**src/rtl/ccff_bitstream_loader.sv**
```systemverilog
// Serial configuration-chain loader: feeds bitstream words LSB-first onto ccff_head with a chain clock-enable.
// Define CCFF_READBACK_EN to also collect the old chain contents arriving on ccff_tail into tail_data words.
module ccff_bitstream_loader #(
  parameter int WORD_W    = 32,
  parameter int CHAIN_LEN = 8,
  parameter int CNT_W     = 16
) (
  input  logic              prog_clk,
  input  logic              prog_reset_n,
  input  logic              start,
  input  logic [WORD_W-1:0] word_data,
  input  logic              word_valid,
  output logic              word_ready,
  output logic              ccff_head,
  output logic              ccff_clk_en,
  input  logic              ccff_tail,
  output logic              busy,
  output logic              done,
  output logic [WORD_W-1:0] tail_data,
  output logic              tail_valid
);

  localparam int IDX_W = $clog2(WORD_W + 1);
  localparam logic [CNT_W-1:0] CHAIN_LEN_C = CNT_W'(CHAIN_LEN);
  localparam logic [CNT_W-1:0] ONE_C       = CNT_W'(1);
  localparam logic [IDX_W-1:0] LAST_IDX_C  = IDX_W'(WORD_W - 1);

  typedef enum logic [1:0] {S_IDLE, S_FETCH, S_SHIFT, S_DONE} state_e;

  state_e            state_q, state_d;
  logic [WORD_W-1:0] shreg_q, shreg_d;
  logic [IDX_W-1:0]  bit_idx_q, bit_idx_d;
  logic [CNT_W-1:0]  bits_left_q, bits_left_d;
  logic              ready_q, ready_d;
  logic              head_q, head_d;
  logic              clk_en_q, clk_en_d;
  logic              busy_q, busy_d;
  logic              done_q, done_d;

  // Outputs are derived from the next state so they register in step with state_q.
  always_comb begin
    state_d     = state_q;
    shreg_d     = shreg_q;
    bit_idx_d   = bit_idx_q;
    bits_left_d = bits_left_q;
    case (state_q)
      S_IDLE: begin
        if (start) begin
          bits_left_d = CHAIN_LEN_C;
          state_d     = S_FETCH;
        end
      end
      S_FETCH: begin
        if (word_valid) begin
          shreg_d   = word_data;
          bit_idx_d = '0;
          state_d   = S_SHIFT;
        end
      end
      S_SHIFT: begin
        shreg_d     = shreg_q >> 1;
        bit_idx_d   = bit_idx_q + 1'b1;
        bits_left_d = bits_left_q - 1'b1;
        // Chain full wins over word exhausted: leftover word bits are dropped.
        if (bits_left_q == ONE_C)          state_d = S_DONE;
        else if (bit_idx_q == LAST_IDX_C)  state_d = S_FETCH;
      end
      S_DONE:  state_d = S_IDLE;
      default: state_d = S_IDLE;
    endcase
    ready_d  = (state_d == S_FETCH);
    clk_en_d = (state_d == S_SHIFT);
    head_d   = (state_d == S_SHIFT) ? shreg_d[0] : 1'b0;
    busy_d   = (state_d != S_IDLE);
    done_d   = (state_d == S_DONE);
  end

  always_ff @(posedge prog_clk) begin
    if (!prog_reset_n) begin
      state_q     <= S_IDLE;
      shreg_q     <= '0;
      bit_idx_q   <= '0;
      bits_left_q <= '0;
      ready_q     <= 1'b0;
      head_q      <= 1'b0;
      clk_en_q    <= 1'b0;
      busy_q      <= 1'b0;
      done_q      <= 1'b0;
    end else begin
      state_q     <= state_d;
      shreg_q     <= shreg_d;
      bit_idx_q   <= bit_idx_d;
      bits_left_q <= bits_left_d;
      ready_q     <= ready_d;
      head_q      <= head_d;
      clk_en_q    <= clk_en_d;
      busy_q      <= busy_d;
      done_q      <= done_d;
    end
  end

  assign word_ready  = ready_q;
  assign ccff_head   = head_q;
  assign ccff_clk_en = clk_en_q;
  assign busy        = busy_q;
  assign done        = done_q;

`ifdef CCFF_READBACK_EN
  logic [WORD_W-1:0] col_q, col_d, col_nxt;
  logic [WORD_W-1:0] tail_data_q, tail_data_d;
  logic              tail_valid_q, tail_valid_d;

  // Tail bit lands at the same word position as the head bit being shifted in this cycle.
  always_comb begin
    col_d        = col_q;
    col_nxt      = col_q | (WORD_W'(ccff_tail) << bit_idx_q);
    tail_data_d  = tail_data_q;
    tail_valid_d = 1'b0;
    if (state_q == S_IDLE && start) begin
      col_d = '0;
    end else if (state_q == S_SHIFT) begin
      col_d = col_nxt;
      if (bits_left_q == ONE_C || bit_idx_q == LAST_IDX_C) begin
        tail_data_d  = col_nxt;
        tail_valid_d = 1'b1;
        col_d        = '0;
      end
    end
  end

  always_ff @(posedge prog_clk) begin
    if (!prog_reset_n) begin
      col_q        <= '0;
      tail_data_q  <= '0;
      tail_valid_q <= 1'b0;
    end else begin
      col_q        <= col_d;
      tail_data_q  <= tail_data_d;
      tail_valid_q <= tail_valid_d;
    end
  end

  assign tail_data  = tail_data_q;
  assign tail_valid = tail_valid_q;
`else
  logic unused_tail;
  assign unused_tail = ccff_tail;
  assign tail_data   = '0;
  assign tail_valid  = 1'b0;
`endif

endmodule
```
**config.mk**
```make
export PLATFORM = sky130hd
export DESIGN_NAME = ccff_bitstream_loader
export DESIGN_NICKNAME = d
export VERILOG_FILES = /design/src/rtl/ccff_bitstream_loader.sv
export SDC_FILE = /design/constraint.sdc
export NUM_CORES = 1
export LEC_CHECK = 0
export CORE_MARGIN = 8
export CORE_UTILIZATION = 40
export DETAILED_ROUTE_END_ITERATION = 12
export GPL_TIMING_DRIVEN = 0
export PLACE_DENSITY = 0.78
export SLEW_MARGIN = 30
export SYNTH_ARGS = -nofsm -noshare
export SYNTH_HDL_FRONTEND = slang
export SYNTH_SLANG_ARGS = --single-unit
```
**constraint.sdc**
```tcl
create_clock -name prog_clk -period 2.4 [get_ports prog_clk]
set_input_delay 0.48 -clock prog_clk [delete_from_list [all_inputs] [get_ports prog_clk]]
set_output_delay 0.48 -clock prog_clk [all_outputs]
set_load 0.02 [all_outputs]
```
* After elaboration in Yosys (flattened, before gate mapping)
Cells that the tools add are included.
Word-level totals: input bits 37, output and inout port bits 38, flip-flop bits (word level) 61, word-level logic and storage cells 40
Operators by class: equal/unequal tests 10, mux-type cells 11, $add $sub $neg 2, reductions and logical operators 7
Operators by type and width (count):
- 32-bit case mux with 2 select lines | 1
- 32-bit 2-to-1 mux | 1
- 16-bit case mux with 2 select lines | 1
- 16-bit by 1-bit == test with 1-bit output, second input constant | 1
- 16-bit 2-to-1 mux | 1
- 16-bit by 1-bit subtractor with 16-bit output, second input constant | 1
- 6-bit case mux with 2 select lines | 1
- 2-bit == test, second input constant | 4
- 2-bit 2-to-1 mux | 4
- 2-bit case mux with 4 select lines | 1
- 6-bit by 1-bit adder with 6-bit output, second input constant | 1
- 6-bit by 5-bit == test with 1-bit output, second input constant | 1
- 6-bit 2-to-1 mux | 1
- 2-bit AND reduction | 3
- 2-bit nonzero test | 3
- 2-bit by 1-bit == test with 1-bit output, second input constant | 2
- 2-bit inequality test, second input constant | 2
- 2-bit zero test | 1

* Depth between registers and ports, before layout
depth in word-level cells 6, mapped depth 8, gate-level depth less buffers 7

* Worst setup path after synthesis
Ideal clock, no wire load.
path kind reg2reg, from reg state_q[0], to reg bits_left_q[7], path buffers 1, stages on the path, launching flop included 9, arrival 1773 ps, required time 2272 ps, setup time 128 ps, slack 499 ps, cell sequence dfxtp_1 inv_1 ha_1 mux2i_1 or3_1 clkbuf_1 nor4_1 xnor2_1 nor2_1
On the way: word-level cells in the longest chain between the ends 3
RTL lines:
- start: declaration | RTL line 30 | state_e state_q, state_d;
- start signal: assignment | RTL line 90 | state_q <= state_d;
- 2-bit == test / 2-bit zero test (equally long branches) | RTL line 46 | case (state_q)
- 2-bit nonzero test (no source line) / 2-bit inequality test (equally long branches)
- 2-bit AND reduction (no source line)
- end signal: assignment | RTL line 93 | bits_left_q <= bits_left_d;
- end: declaration | RTL line 33 | logic [CNT_W-1:0] bits_left_q, bits_left_d;
Several ways; a longest one is shown, not always the timed one. A chain may end at the register's enable or synchronous reset.

* Worst setup path after layout
from reg state_q[0], to reg shreg_q[24]
On the way: word-level cells in the longest chain between the ends 3
RTL lines:
- 2-bit by 1-bit == test with 1-bit output / 2-bit == test (equally long branches) | RTL line 46
- 2-bit inequality test (no source line) / 2-bit nonzero test (equally long branches)
- 2-bit AND reduction (no source line)
- end signal: assignment | RTL line 91 | shreg_q <= shreg_d;
- end: declaration | RTL line 31 | logic [WORD_W-1:0] shreg_q, shreg_d;
Several ways; a longest one is shown, not always the timed one.

==> impl_metrics.csv <==
group,metric,value,unit
status,outcome,"completed",
clocking,h-tree-depth,3,
critical_path,cp_data_required_time,2.62,ns
synthesis,synth_mux_area_frac,0.00989,
power_and_ir_drop,p_leak,1.49,nW
layout,fin_nets,460,
clocking,clk_latency,0.34,ns
timing,worstMarginPinSlew,0.709,ns
timing,hold_viol,0,
synthesis,syn_avg_cell_area,9.06,um2
timing,finClkSkew,0.00691,ns
power_and_ir_drop,seq_power_share,0.434,
synthesis,synth_top_family_by_area,"compound AO/OA/AOI/OAI gates",
synthesis,synth-compound-area-share,0.216,
timing,timing.slew.headroom,0.514,
synthesis,postSynth.asyncResetShare,0,
layout,areaGrowthSynthToFinish,27.5,%
grt,grt-ovfl-total,0,
synthesis,synth_seq_cells,61,
layout,fin_cells,521,
critical_path,path_cells,"inv_1 -> ha_1 -> mux2i_1 -> nor2b_1 -> clkbuf_1 -> a22oi_1 -> nor2b_1",
power_and_ir_drop,vdd_drop_max,0.325,mV
layout,final_util,0.531,
critical_path,crit_path_top_delay_cell,"mux2i_1",
place,dp_cells,505,
place,routabilityCongestion,0.732,
grt,grt_max_degree,12,
power_and_ir_drop,power_density,646,nW/um2
grt,grtUsageTotal,0.137,
layout,diodes,0,
routing,dr_total_vias,2572,
hold_path,hold_path.class,"reg -> reg",
clocking,cts.path.max_buffers,2,
timing,setup_viol,0,
routing,dr.pass1.iters,4,
critical_path,crit_family,"multiplexers",
synthesis,synth_edf_count,0,
timing,maxSlewViolCount,0,
grt,grt_pass1_wl,11.6,mm
synthesis,synthesis.area,3040,um2
layout,layout-drive-gt1-share,0.123,
synthesis,synth-adder-area-share,0.0247,
clocking,cts_sinks,61,
critical_path,startpoint_type,"register",
die,core,7290,um2
routing,postRouteAntennaNets,0,
critical_path,critPathCaptureType,"register",
routing,wl_per_cell,13.4,um
critical_path,cp-startpoint,"state_q[0]",
timing,period_needed,2.21,ns
critical_path,cp.arrival,2.43,ns
job,max-cap-violations,0,
place,numPortBuffers,39,
critical_path,path_common_cell,"nor2b_1",
timing,tns,0,ns
power_and_ir_drop,switching_share,0.284,
synthesis,synth_xor_xnor_area_share,0.0346,
synthesis,synthSimpleGateAreaFrac,0.197,
critical_path,r2r-start,"state_q[0]",
grt,antenna_found_initial,0,
grt,grt_pass1_vias,2550,
synthesis,synthDistinctLibCells,39,
critical_path,worstPathMaxFanout,10,
synthesis,yosysSeqAreaShare,0.402,
power_and_ir_drop,clockPowerShare,0.365,
timing,rsz0062_at_grt,"true",
critical_path,cp_num_buf_inv,2,
synthesis,synth_warnings,0,
routing,drtIter0Drc,106,
synthesis,ys.flop_type,"dfxtp_1",
power_and_ir_drop,p_sw,0.000710,W
die,boundaryPins,75,
clocking,path_clk_slew,0.07,ns
timing,holdWs,0.498,ns
die,initial_core_util,0.416,
clocking,cts-buffers-inserted,9,
timing,final.period_utilization,0.920,
hold_path,worstHoldStart,"bit_idx_q[5]",
power_and_ir_drop,p_total,0.00250,W
timing,max_clock_freq,453,MHz
die,die_area,10600,um2
clocking,clockRootBuffer,"clkbuf_8",
routing,finalWirelength,6.97,mm
die,dieHeight,103,um
routing,viasPerCell,4.94,
power_and_ir_drop,comb_power_share,0.202,
critical_path,critPathKind,"reg -> reg",
routing,drc,0,
clocking,cts_tree,"built",
place,hpwl,5.27,mm
synthesis,netlist_instances,335,
die,die_x,103,um
power_and_ir_drop,intPower,0.00179,W
critical_path,cpPeakStageDelay,0.58,ns
die,rows,31,
## cells in the mapped netlist, drive strengths merged, types with 2 or more instances
cell | instances | share of area
nand3 | 3 | 0.0049
clkbuf | 20 | 0.025
buf | 34 | 0.083
a21oi | 5 | 0.0082
and3b | 2 | 0.0058
nor4 | 3 | 0.0062
o21ai | 11 | 0.018
a32oi | 2 | 0.0058
and2 | 5 | 0.010
nor2 | 20 | 0.025
xnor2 | 9 | 0.026
mux2i | 3 | 0.0099
ha | 6 | 0.025
a22o | 31 | 0.089
nor2b | 41 | 0.085
dfxtp | 61 | 0.40
nand2b | 2 | 0.0041
nor3 | 5 | 0.0082
inv | 5 | 0.0062
xor2 | 3 | 0.0087
or3 | 7 | 0.016
a22oi | 32 | 0.079
nand2 | 11 | 0.014
## state kept, by name, indices dropped and copies added, names as in the netlist
name	count
word_ready	1
ccff_head	1
state_q	2
ccff_clk_en	1
done	1
shreg_q	32
busy	1
bits_left_q	16
bit_idx_q	6
## placed cells by master, fill, tap and decap left out, types with 2 or more instances in the layout
| master | Yosys | final |
|---|---|---|
| clkinv_2 | 0 | 2 |
| a22o_1 | 31 | 31 |
| ha_1 | 6 | 6 |
| nor3_1 | 5 | 5 |
| dfxtp_1 | 61 | 61 |
| o21ai_0 | 11 | 10 |
| clkdlybuf4s50_1 | 0 | 39 |
| nor4_1 | 3 | 3 |
| mux2i_1 | 3 | 3 |
| a22oi_1 | 32 | 32 |
| conb_1 | 1 | 33 |
| a21oi_1 | 5 | 5 |
| buf_4 | 33 | 33 |
| xor2_1 | 3 | 3 |
| nand2_1 | 11 | 11 |
| clkbuf_1 | 20 | 20 |
| nand3_1 | 3 | 3 |
| nand2b_1 | 2 | 2 |
| a32oi_1 | 2 | 2 |
| and2_1 | 5 | 5 |
| nor2_1 | 20 | 20 |
| clkinvlp_4 | 0 | 3 |
| inv_1 | 5 | 5 |
| nor2b_1 | 41 | 41 |
| or3_1 | 6 | 6 |
| xnor2_1 | 9 | 9 |
| and3b_1 | 2 | 2 |
| clkbuf_8 | 0 | 10 |
## final timing paths
kind	endpoint	slack (ns)	cells after the start
setup reg to reg	shreg_q[24]	0.19	7
hold reg to reg	bit_idx_q[5]	0.50	2
setup / recovery	shreg_q[24]	0.19	7
hold / removal	bit_idx_q[5]	0.50	2
## per-layer routing
metal  vias up  wire [um]  track usage
met1      1214       3070        0.154
met2        66       3370        0.235
met4         0         76       0.0412
met5         -          0            0
met3         8        458       0.0506
li1       1284          -            -
## logic make-up after synthesis
family                   after synthesis
XOR/XNOR                              12
adder cells (fa/ha/maj)                6
flip-flops                            61
AND/OR/NAND/NOR                      106
buffers and inverters                 59
other                                  1
AO/OA/AOI/OAI                         87
multiplexers                           3
## worst min-delay path: cells and delay by family, from the launching register on
kind | cells | cell delay (ns)
flops | 1 | 0.32
compound gates | 2 | 0.14
## final cells by class
| type | instances | area [um2] |
|---|---|---|
| clock buffers | 10 | 138 |
| flip-flops and latches | 61 | 1220 |
| clock inverters | 6 | 62.6 |
| multi-input cells | 247 | 1590 |
| well taps | 99 | 124 |
| inverters | 5 | 18.8 |
| plain buffers | 54 | 328 |
| repair buffers | 39 | 390 |
| fillers | 695 | 3420 |
## what timing repair did
item,CTS,global route
gates resized for setup,0,2
endpoints found under the setup margin,0,11
hold buffers,0,0
buffers inserted,0,0
## power by group through the flow
| stage | clock network, W | registers [W] | logic, W |
|---|---|---|---|
| floorplan | 0 | 0.00111 | 0.000359 |
| detailed placement | 0 | 0.00111 | 0.000500 |
| global placement | 0 | 0.00110 | 0.000486 |
| finish | 0.000912 | 0.00108 | 0.000505 |
| CTS | 0.000932 | 0.00108 | 0.000503 |
| global route | 0.000976 | 0.00109 | 0.000556 |
## per-stage QoR
step                instance area, um2  setup slack (ns)
detailed placement                3670           -0.0623
CTS                               3870            0.0540
finish                            3870             0.191
global placement                  3670            0.0252
floorplan                         3160             0.499
global route                      3870          -0.00255
Power figures use the tool's default switching activity.
